<file path="config.mk">
export PLATFORM = sky130hd
export DESIGN_NAME = turn_sequencer
export DESIGN_NICKNAME = d
export VERILOG_FILES = /design/src/rtl/route_pkg.sv /design/src/rtl/route_cmd_fifo.sv /design/src/rtl/turn_sequencer.sv
export SDC_FILE = /design/constraint.sdc
export NUM_CORES = 1
export LEC_CHECK = 0
export ABC_AREA = 1
export CORE_UTILIZATION = 50
export DETAILED_ROUTE_END_ITERATION = 8
export HOLD_SLACK_MARGIN = 0.03
export PLACE_DENSITY = 0.68
export SYNTH_ARGS = -nofsm -noshare
export SYNTH_HDL_FRONTEND = slang
export SYNTH_HIERARCHICAL = 1
export SYNTH_SLANG_ARGS = --single-unit
</file>
<file path="constraint.sdc">
create_clock -name clk -period 2.4 [get_ports clk]
set_input_delay 0.48 -clock clk [delete_from_list [all_inputs] [get_ports clk]]
set_output_delay 0.48 -clock clk [all_outputs]
set_load 0.03 [all_outputs]
</file>
<file path="src/rtl/route_pkg.sv">
// Shared types for the route sequencer: command encodings, queued command payload,
// sequencer state and fault codes.
package route_pkg;

    typedef enum logic [1:0] {
        DIR_STOP  = 2'b00,
        DIR_LEFT  = 2'b01,
        DIR_RIGHT = 2'b10,
        DIR_RSVD  = 2'b11
    } dir_e;

    typedef struct packed {
        dir_e       dir;
        logic [1:0] count;
    } route_cmd_t;

    localparam int unsigned CMD_W = $bits(route_cmd_t);

    typedef enum logic [2:0] {
        ST_IDLE  = 3'd0,
        ST_FETCH = 3'd1,
        ST_RUN   = 3'd2,
        ST_GAP   = 3'd3,
        ST_DONE  = 3'd4,
        ST_FAULT = 3'd5
    } seq_state_e;

    localparam logic [1:0] FC_NONE     = 2'd0;
    localparam logic [1:0] FC_RSVD_DIR = 2'd1;
    localparam logic [1:0] FC_MOD_ERR  = 2'd2;
    localparam logic [1:0] FC_TIMEOUT  = 2'd3;

endpackage

</file>
<file path="src/rtl/route_cmd_fifo.sv">
// Route command queue: DEPTH entries of {dir,count}, head visible combinationally,
// synchronous flush. A push while full is refused even if a pop happens that cycle.
module route_cmd_fifo
    import route_pkg::*;
#(
    parameter int unsigned DEPTH = 8
) (
    input  logic       clk,
    input  logic       rst,
    input  logic       i_push,
    input  route_cmd_t i_data,
    input  logic       i_pop,
    input  logic       i_flush,
    output route_cmd_t o_head,
    output logic       o_full,
    output logic       o_empty
);

    localparam int unsigned AW = (DEPTH > 1) ? $clog2(DEPTH) : 1;

    route_cmd_t       r_mem [DEPTH];
    logic [AW-1:0]    r_wr_ptr;
    logic [AW-1:0]    r_rd_ptr;
    logic [AW:0]      r_level;

    logic             w_push;
    logic             w_pop;

    assign o_full  = (r_level == (AW+1)'(DEPTH));
    assign o_empty = (r_level == '0);
    assign o_head  = r_mem[r_rd_ptr];

    assign w_push = i_push && !o_full && !i_flush;
    assign w_pop  = i_pop && !o_empty && !i_flush;

    // Storage is not reset; validity is tracked by the level counter.
    always_ff @(posedge clk) begin
        if (w_push) begin
            r_mem[r_wr_ptr] <= i_data;
        end
    end

    always_ff @(posedge clk) begin
        if (rst || i_flush) begin
            r_wr_ptr <= '0;
            r_rd_ptr <= '0;
            r_level  <= '0;
        end else begin
            if (w_push) begin
                r_wr_ptr <= r_wr_ptr + 1'b1;
            end
            if (w_pop) begin
                r_rd_ptr <= r_rd_ptr + 1'b1;
            end
            case ({w_push, w_pop})
                2'b10:   r_level <= r_level + 1'b1;
                2'b01:   r_level <= r_level - 1'b1;
                default: r_level <= r_level;
            endcase
        end
    end

endmodule

</file>
<file path="src/rtl/turn_sequencer.sv">
// Initiator for the turn-module enable/done handshake: walks a queued route, enables one
// turn module per step, waits for done, enforces an idle gap, and latches faults.
module turn_sequencer
    import route_pkg::*;
#(
    parameter int unsigned DEPTH       = 8,
    parameter int unsigned TIMEOUT_CYC = 50000000,
    parameter int unsigned GAP_CYC     = 4
) (
    input  logic       clk,
    input  logic       rst,
    input  logic       cmd_valid,
    output logic       cmd_ready,
    input  logic [1:0] cmd_dir,
    input  logic [1:0] cmd_count,
    input  logic       go,
    input  logic       abort,
    input  logic       doneL,
    input  logic       doneR,
    input  logic       errL,
    input  logic       errR,
    output logic       enL,
    output logic       enR,
    output logic [1:0] count,
    output logic       busy,
    output logic       route_done,
    output logic       fault,
    output logic [1:0] fault_code
);

    localparam int unsigned TW = (TIMEOUT_CYC > 1) ? $clog2(TIMEOUT_CYC) : 1;
    localparam int unsigned GW = (GAP_CYC > 1) ? $clog2(GAP_CYC) : 1;

    seq_state_e  r_state;
    dir_e        r_dir;
    logic        r_en_l;
    logic        r_en_r;
    logic [1:0]  r_count;
    logic        r_busy;
    logic        r_route_done;
    logic        r_fault;
    logic [1:0]  r_fault_code;
    logic [TW-1:0] r_timer;
    logic [GW-1:0] r_gap_cnt;

    route_cmd_t  w_head;
    route_cmd_t  w_push_data;
    logic        w_full;
    logic        w_empty;
    logic        w_pop;
    logic        w_done_act;
    logic        w_err_act;

    assign w_push_data = '{dir: dir_e'(cmd_dir), count: cmd_count};
    assign w_pop       = (r_state == ST_FETCH) && !w_empty && !abort;

    // Only the module currently being driven may end or fail the step.
    assign w_done_act = (r_dir == DIR_LEFT) ? doneL : doneR;
    assign w_err_act  = (r_dir == DIR_LEFT) ? errL  : errR;

    route_cmd_fifo #(
        .DEPTH (DEPTH)
    ) u_fifo (
        .clk     (clk),
        .rst     (rst),
        .i_push  (cmd_valid),
        .i_data  (w_push_data),
        .i_pop   (w_pop),
        .i_flush (abort),
        .o_head  (w_head),
        .o_full  (w_full),
        .o_empty (w_empty)
    );

    always_ff @(posedge clk) begin
        if (rst) begin
            r_state      <= ST_IDLE;
            r_dir        <= DIR_STOP;
            r_en_l       <= 1'b0;
            r_en_r       <= 1'b0;
            r_count      <= 2'd0;
            r_busy       <= 1'b0;
            r_route_done <= 1'b0;
            r_fault      <= 1'b0;
            r_fault_code <= FC_NONE;
            r_timer      <= '0;
            r_gap_cnt    <= '0;
        end else if (abort) begin
            // Count is deliberately held: it only changes on a step fetch.
            r_state      <= ST_IDLE;
            r_en_l       <= 1'b0;
            r_en_r       <= 1'b0;
            r_busy       <= 1'b0;
            r_route_done <= 1'b0;
            r_fault      <= 1'b0;
            r_fault_code <= FC_NONE;
            r_timer      <= '0;
            r_gap_cnt    <= '0;
        end else begin
            r_route_done <= 1'b0;
            case (r_state)
                ST_IDLE: begin
                    if (go && !w_empty) begin
                        r_state <= ST_FETCH;
                        r_busy  <= 1'b1;
                    end
                end

                ST_FETCH: begin
                    if (!w_empty) begin
                        case (w_head.dir)
                            DIR_STOP: begin
                                r_state      <= ST_DONE;
                                r_busy       <= 1'b0;
                                r_route_done <= 1'b1;
                            end
                            DIR_RSVD: begin
                                r_state      <= ST_FAULT;
                                r_busy       <= 1'b0;
                                r_fault      <= 1'b1;
                                r_fault_code <= FC_RSVD_DIR;
                            end
                            default: begin
                                r_state <= ST_RUN;
                                r_dir   <= w_head.dir;
                                r_en_l  <= (w_head.dir == DIR_LEFT);
                                r_en_r  <= (w_head.dir == DIR_RIGHT);
                                r_count <= w_head.count;
                                r_timer <= '0;
                            end
                        endcase
                    end
                end

                // Priority: module error, then done, then timeout.
                ST_RUN: begin
                    if (w_err_act) begin
                        r_state      <= ST_FAULT;
                        r_en_l       <= 1'b0;
                        r_en_r       <= 1'b0;
                        r_busy       <= 1'b0;
                        r_fault      <= 1'b1;
                        r_fault_code <= FC_MOD_ERR;
                    end else if (w_done_act) begin
                        r_state   <= ST_GAP;
                        r_en_l    <= 1'b0;
                        r_en_r    <= 1'b0;
                        r_gap_cnt <= '0;
                    end else if (r_timer == TW'(TIMEOUT_CYC - 1)) begin
                        r_state      <= ST_FAULT;
                        r_en_l       <= 1'b0;
                        r_en_r       <= 1'b0;
                        r_busy       <= 1'b0;
                        r_fault      <= 1'b1;
                        r_fault_code <= FC_TIMEOUT;
                    end else begin
                        r_timer <= r_timer + 1'b1;
                    end
                end

                // Enables stay low long enough for the turn module to clear its state.
                ST_GAP: begin
                    if (r_gap_cnt == GW'(GAP_CYC - 1)) begin
                        r_state <= ST_FETCH;
                    end else begin
                        r_gap_cnt <= r_gap_cnt + 1'b1;
                    end
                end

                ST_DONE: begin
                    r_state <= ST_IDLE;
                end

                ST_FAULT: begin
                    r_state <= ST_FAULT;
                end

                default: begin
                    r_state <= ST_IDLE;
                    r_en_l  <= 1'b0;
                    r_en_r  <= 1'b0;
                    r_busy  <= 1'b0;
                end
            endcase
        end
    end

    assign cmd_ready  = !w_full;
    assign enL        = r_en_l;
    assign enR        = r_en_r;
    assign count      = r_count;
    assign busy       = r_busy;
    assign route_done = r_route_done;
    assign fault      = r_fault;
    assign fault_code = r_fault_code;

endmodule
</file>
== Word level (Yosys, flattened, before mapping) ==
Memory sizes are Yosys's and may differ from the RTL's. A register that Yosys moved wholly into a read port is not among the register bits.
Index checks and enable logic that the tools add are counted.

* Register bits after elaboration: 52
* Bits in writable memories: 32
* Output and inout bits: 10
* Memories kept: 1

* $add $sub $neg: 6
* Equality and inequality tests: 28
* Muxes and demuxes: 53
* Bitwise logic cells: 6
* Reductions and logical operators: 29

{| class="wikitable"
|+ Memory list
! memory !! words !! width !! rd ports !! clocked after Yosys merged registers in !! wr ports !! line !! source
|-
| u_fifo.r_mem || 8 || 4 || 1 || 1 || 1 || route_cmd_fifo.sv:21 || <nowiki>route_cmd_t r_mem [DEPTH];</nowiki>
|}

{| class="wikitable"
|+ Operators with widths
! operator !! number
|-
| 26-bit 2-to-1 mux || 5
|-
| 26-bit one-hot mux with 2 select lines || 1
|-
| 26-bit by 1-bit adder with 26-bit output, second input constant || 1
|-
| 26-bit == test, second input constant || 1
|-
| 3-bit 2-to-1 mux || 8
|-
| 1-bit 2-to-1 mux || 22
|-
| 2-bit != test, second input constant || 10
|-
| 2-bit 2-to-1 mux || 8
|-
| 4-bit AND reduction || 4
|-
| 3-bit one-hot mux with 5 select lines || 1
|-
| 6-bit AND reduction || 2
|-
| 2-bit == test, second input constant || 4
|-
| 2-bit one-hot mux with 2 select lines || 2
|-
| 4-bit one-hot mux with 2 select lines || 1
|-
| 4-bit OR reduction || 2
|-
| 1-bit logical AND || 7
|-
| 3-bit by 1-bit adder with 3-bit output, second input constant || 2
|-
| 2-bit by 1-bit == test with 1-bit output, second input constant || 3
|-
| 3-bit by 2-bit == test with 1-bit output, second input constant || 2
|-
| 3-bit == test, second input constant || 2
|-
| 3-bit != test, second input constant || 2
|-
| 1-bit NOT || 6
|-
| 1-bit one-hot mux with 3 select lines || 2
|-
| 3-bit one-hot mux with 2 select lines || 1
|-
| 18 further kinds || 23
|}

== Longest topological paths before layout ==
* Word-level depth: 8
* Gate-level depth with buffers: 18
* Depth with buffers taken out: 18

== By module ==
The synthesis kept the hierarchy.

{| class="wikitable"
|+ By module, submodules not included
! module !! instances !! cells an instance !! area each (um^2)
|-
| turn_sequencer || 1 || 452 || 2690.1
|-
| route_cmd_fifo || 1 || 191 || 1971.9
|}

== Worst setup path after synthesis ==
No wires, ideal clock.

* Path kind: reg2reg
* From: register u_fifo.r_level[1]
* To: register u_fifo.r_level[2]
* Data arrival time: 2.036 ns
* Required time: 2.285 ns
* Slack: 0.249 ns
* Cell stages (with the launch flop): 18
* Buffers on the path: 0
* Cells stage by stage: dfxtp_1 -> nor2_2 -> nand3_1 -> inv_1 -> nor2_1 -> nand2_1 -> inv_1 -> nand2_2 -> nor2_4 -> ha_1 -> nand2_1 -> inv_1 -> nor2_2 -> ha_1 -> a21oi_1 -> xnor2_1 -> o21ai_0 -> inv_1

* Word-level cells in the longest chain between the ends: 8
* Elaborated cells between the ends (all ways): 16
* Those cells by class: add/sub (2); eq/ne (3); mux (1); reduce/logical (10)

{| class="wikitable"
|+ Ends and longest elaborated chain
! item !! line !! source
|-
| start: declaration || route_cmd_fifo.sv:24 || <nowiki>logic [AW:0] r_level;</nowiki>
|-
| start signal: assignment || route_cmd_fifo.sv:56 || <nowiki>2'b10: r_level <= r_level + 1'b1;</nowiki>
|-
| start signal: assignment || route_cmd_fifo.sv:57 || <nowiki>2'b01: r_level <= r_level - 1'b1;</nowiki>
|-
| start signal: assignment || route_cmd_fifo.sv:58 || <nowiki>default: r_level <= r_level;</nowiki>
|-
| 4-bit logical NOT (*) || route_cmd_fifo.sv:30 || <nowiki>assign o_empty = (r_level == '0);</nowiki>
|-
| via w_empty || turn_sequencer.sv:49 || <nowiki>logic w_empty;</nowiki>
|-
| 1-bit logical NOT (*) || turn_sequencer.sv:55 || <nowiki>assign w_pop = (r_state == ST_FETCH) && !w_empty && !abort;</nowiki>
|-
| 1-bit logical AND (*) (2 in a row) || turn_sequencer.sv:55 ||
|-
| via w_pop || turn_sequencer.sv:50 || <nowiki>logic w_pop;</nowiki>
|-
| 1-bit logical AND (*) (2 in a row) || route_cmd_fifo.sv:34 || <nowiki>assign w_pop = i_pop && !o_empty && !i_flush;</nowiki>
|-
| via u_fifo.w_pop || route_cmd_fifo.sv:27 || <nowiki>logic w_pop;</nowiki>
|-
| 2-bit by 1-bit == test with 1-bit output or 2-bit == test (tied branches) || route_cmd_fifo.sv:55 || <nowiki>case ({w_push, w_pop})</nowiki>
|-
| 4-bit one-hot mux with 2 select lines or 2-bit nonzero test (tied branches) || -- ||
|}

Mark *: on every way through the listed nets, which the timed path passes. The rest lies on a longest branch.
A chain may end at the register's enable or synchronous reset.

==> metrics.yaml <==
first_pass_iters: 5
final_area_um2: 5444
synth_area_um2: 4662
ir_worst_vdd_mv: 0.4700
die-area_um2: 9714
slowest_delay_ns: 0.39
fmax_mhz: 446.4
crit_cells: 16
p_int_uw: 2379
crit_type: "register to register"
seq_power_share: 0.509
die_y_um: 98.56
ff_latch_area_um2: 2072
crit_family: "simple AND/OR/NAND/NOR gates"
synthesis.nets: 667
hp-class: "register to register"
place_hpwl_mm: 7.495
cts_tree: "done"
finalSetupViolCount: 0
timing.hold.ws_ns: 0.4467
nFillCells: 792
hold_violations: 0
fp.dieW_um: 98.56
yosysSeqAreaShare: 0.4423
yosysUniqueCellTypes: 36
ys.flop_type: "dfxtp_1"
wl_per_cell_um: 13.19
switchingPower_uw: 668.3
htree_levels: 3
postSynthCellCount: 643
p_per_area_nw_per_um2: 559.8
slew_violations: 0
clk_pin_slew_ns: 0.08
diodes: 0
status: "finished, final reports clean"
ys_ff_latch: 87
synth_area_per_cell_um2: 7.250
num-nets-final: 706
p_clk_frac: 0.421
drt_iter0_markers: 226
wl_mm: 10.49
rr_worst_depth: 16
num_rows: 34
hold_depth: 2
slew_headroom: 0.7188
synthArstFlopShare: 0
grt_util_all_layers: 0.2287
drv_cap: 0
pwr-share-comb: 0.070
drc: 0
yosysWarnings: 6
grt_pass1_wl_mm: 17.99
switching_share: 0.2193
areaGrowthSynthToFinish_pct: 16.77
cts_hold_buf: 0
cp_max_fo: 11
io_buffers: 22
rsz0062_at_grt: "false"
place_area_um2: 5099
worstPathRequired_ns: 2.65
grt_pass1_vias: 3969
cts_root_buf: "clkbuf_8"
grt_max_degree: 22
tns_ns: 0
critical_path_buf_inv_count: 5
worstSkewPairLatency_ns: 0.35
path_cells: "buf_4 > nor2_1 > o21ai_1 > o21ai_1 > nand2_1 > nand2_2 > inv_1 > ha_4 > nand2_1 > inv_2 > nand2_2 > nand2_4 > buf_12 > inv_1 > nor2_1 > nor2_1"
power.leakage_uw: 0.002121
initial_utilization: 0.5243
tightest_slew_ns: 0.4203
clockBufferDepth: 2
skew_ns: 0.008282
viasPerCell: 5.245
min_period_ns: 2.240
critPathSlowestCell: "dfxtp_4"
grt-ovfl-total: 0
post-route-util: 0.6123
arrival_ns: 2.49
start_kind: "register"
drive_above_1_share: 0.1092
cp-end-kind: "register"
numCtsBuffers: 9
vias: 4170
synth_enable_flop_cells: 32
gp_congestion: 0.9316
core_um2: 8891
cts.sinks: 87
pin_count: 23
cpMostUsedCell: "nor2_1"
postRouteAntennaNets: 0
antenna_found_initial: 0
multi_input_area_um2: 2265
period_share: 0.9333
-- worst reg2reg max path, delay by kind of cell (launching register included) --
kind	cells	cell delay [ns]
adder cells (fa/ha/maj)	1	0.31
flip-flops	1	0.39
AO/OA/AOI/OAI	2	0.17
AND/OR/NAND/NOR	8	0.71
buffers and inverters	5	0.54
-- repair_timing --
action	in CTS	in global routing
pin swaps	0	1
buffers inserted	0	2
resized for setup	5	17
gates cloned	0	1
setup endpoints to repair	26	30
-- layer usage --
layer	track usage	share of wire	routed length, um
met1	0.3067	0.47	4947
met2	0.3819	0.47	4932
met3	0.04255	0.050	521
met4	0.05970	0.0084	88
met5	0	0	0
-- cell families after synthesis --
logic type / Yosys count / synth area share
adders and majority gates: 11 / 0.02952
buffers and inverters: 89 / 0.07917
DFF: 87 / 0.4423
xor gates and xnor gates: 9 / 0.01691
and+or+nand+nor: 353 / 0.3215
muxes: 4 / 0.008589
AOI/OAI and AO/OA: 90 / 0.1020
-- registers in the layout, summed over array words and instances, names as in the netlist, named ones only --
signal / cells
busy: 1
count: 2
enL: 1
enR: 1
fault: 1
fault_code: 2
r_dir: 2
r_gap_cnt: 2
r_state: 3
r_timer: 26
route_done: 1
u_fifo/r_level: 4
u_fifo/r_mem: 32
u_fifo/r_rd_ptr: 3
u_fifo/r_wr_ptr: 3
-- metrics by stage --
stage | cells | total power (uW) | setup slack, ns
after floorplan | 643 | 1710 | 0.2487
after global placement | 776 | 1789 | -0.02935
after detailed placement | 776 | 1793 | -0.1233
after CTS | 792 | 3067 | 0.03319
after global routing | 795 | 3165 | 0.0001263
final | 795 | 3048 | 0.1600
-- layout by cell type (no fill, tap or decap), drive strengths merged --
| cell type | Yosys | routed |
|---|---|---|
| ha | 11 | 11 |
| o211a | 1 | 1 |
| nand3 | 49 | 49 |
| o22ai | 4 | 4 |
| nor3 | 2 | 2 |
| nand3b | 1 | 1 |
| nand4 | 6 | 6 |
| clkbuf | 5 | 12 |
| a22oi | 1 | 1 |
| o21a | 1 | 1 |
| nand2 | 167 | 167 |
| edfxtp | 32 | 32 |
| dfxtp | 55 | 55 |
| clkinv | 0 | 2 |
| a211oi | 1 | 1 |
| nor4 | 1 | 1 |
| o21bai | 3 | 3 |
| clkdlybuf4s50 | 0 | 22 |
| nor3b | 2 | 2 |
| xor2 | 6 | 6 |
| inv | 74 | 74 |
| bufinv | 0 | 3 |
| mux2i | 4 | 4 |
| a21oi | 34 | 34 |
| xnor2 | 3 | 3 |
| or2 | 2 | 2 |
| o21ai | 45 | 45 |
| buf | 10 | 20 |
| nor2 | 123 | 123 |
-- synth_stat cells (all sizes together), types with 2 or more instances --
cell type,n,share of area
nand2,167,0.14
nor2,123,0.11
inv,74,0.060
dfxtp,55,0.24
nand3,49,0.056
o21ai,45,0.048
a21oi,34,0.036
edfxtp,32,0.21
ha,11,0.030
buf,10,0.016
nand4,6,0.0081
xor2,6,0.011
clkbuf,5,0.0040
mux2i,4,0.0086
o22ai,4,0.0054
o21bai,3,0.0048
xnor2,3,0.0056
nor3,2,0.0046
nor3b,2,0.0032
or2,2,0.0027
-- power groups by stage --
stage / Combinational, uW / Clock [uW] / Sequential, uW
final: 214 / 1280 / 1550
after global routing: 242 / 1370 / 1550
after CTS: 210 / 1300 / 1550
after detailed placement: 206 / 0 / 1590
after global placement: 202 / 0 / 1590
after floorplan: 117 / 0 / 1590
-- final cells by class --
cell class	count	area share
clock buffers	11	0.02804
multi-input cells	467	0.4160
inverters	74	0.05194
repair buffers	43	0.07952
well taps	108	0.02482
flip-flops and latches	87	0.3806
clock inverters	5	0.01908
-- worst paths after layout --
check                 from       endpoint  slack (ns)
max               register     r_timer[2]        0.16
min          fault_code[0]  fault_code[0]        0.45
max reg2reg       register     r_timer[2]        0.16
min reg2reg  fault_code[0]  fault_code[0]        0.45
Power figures use the tool's default switching activity.
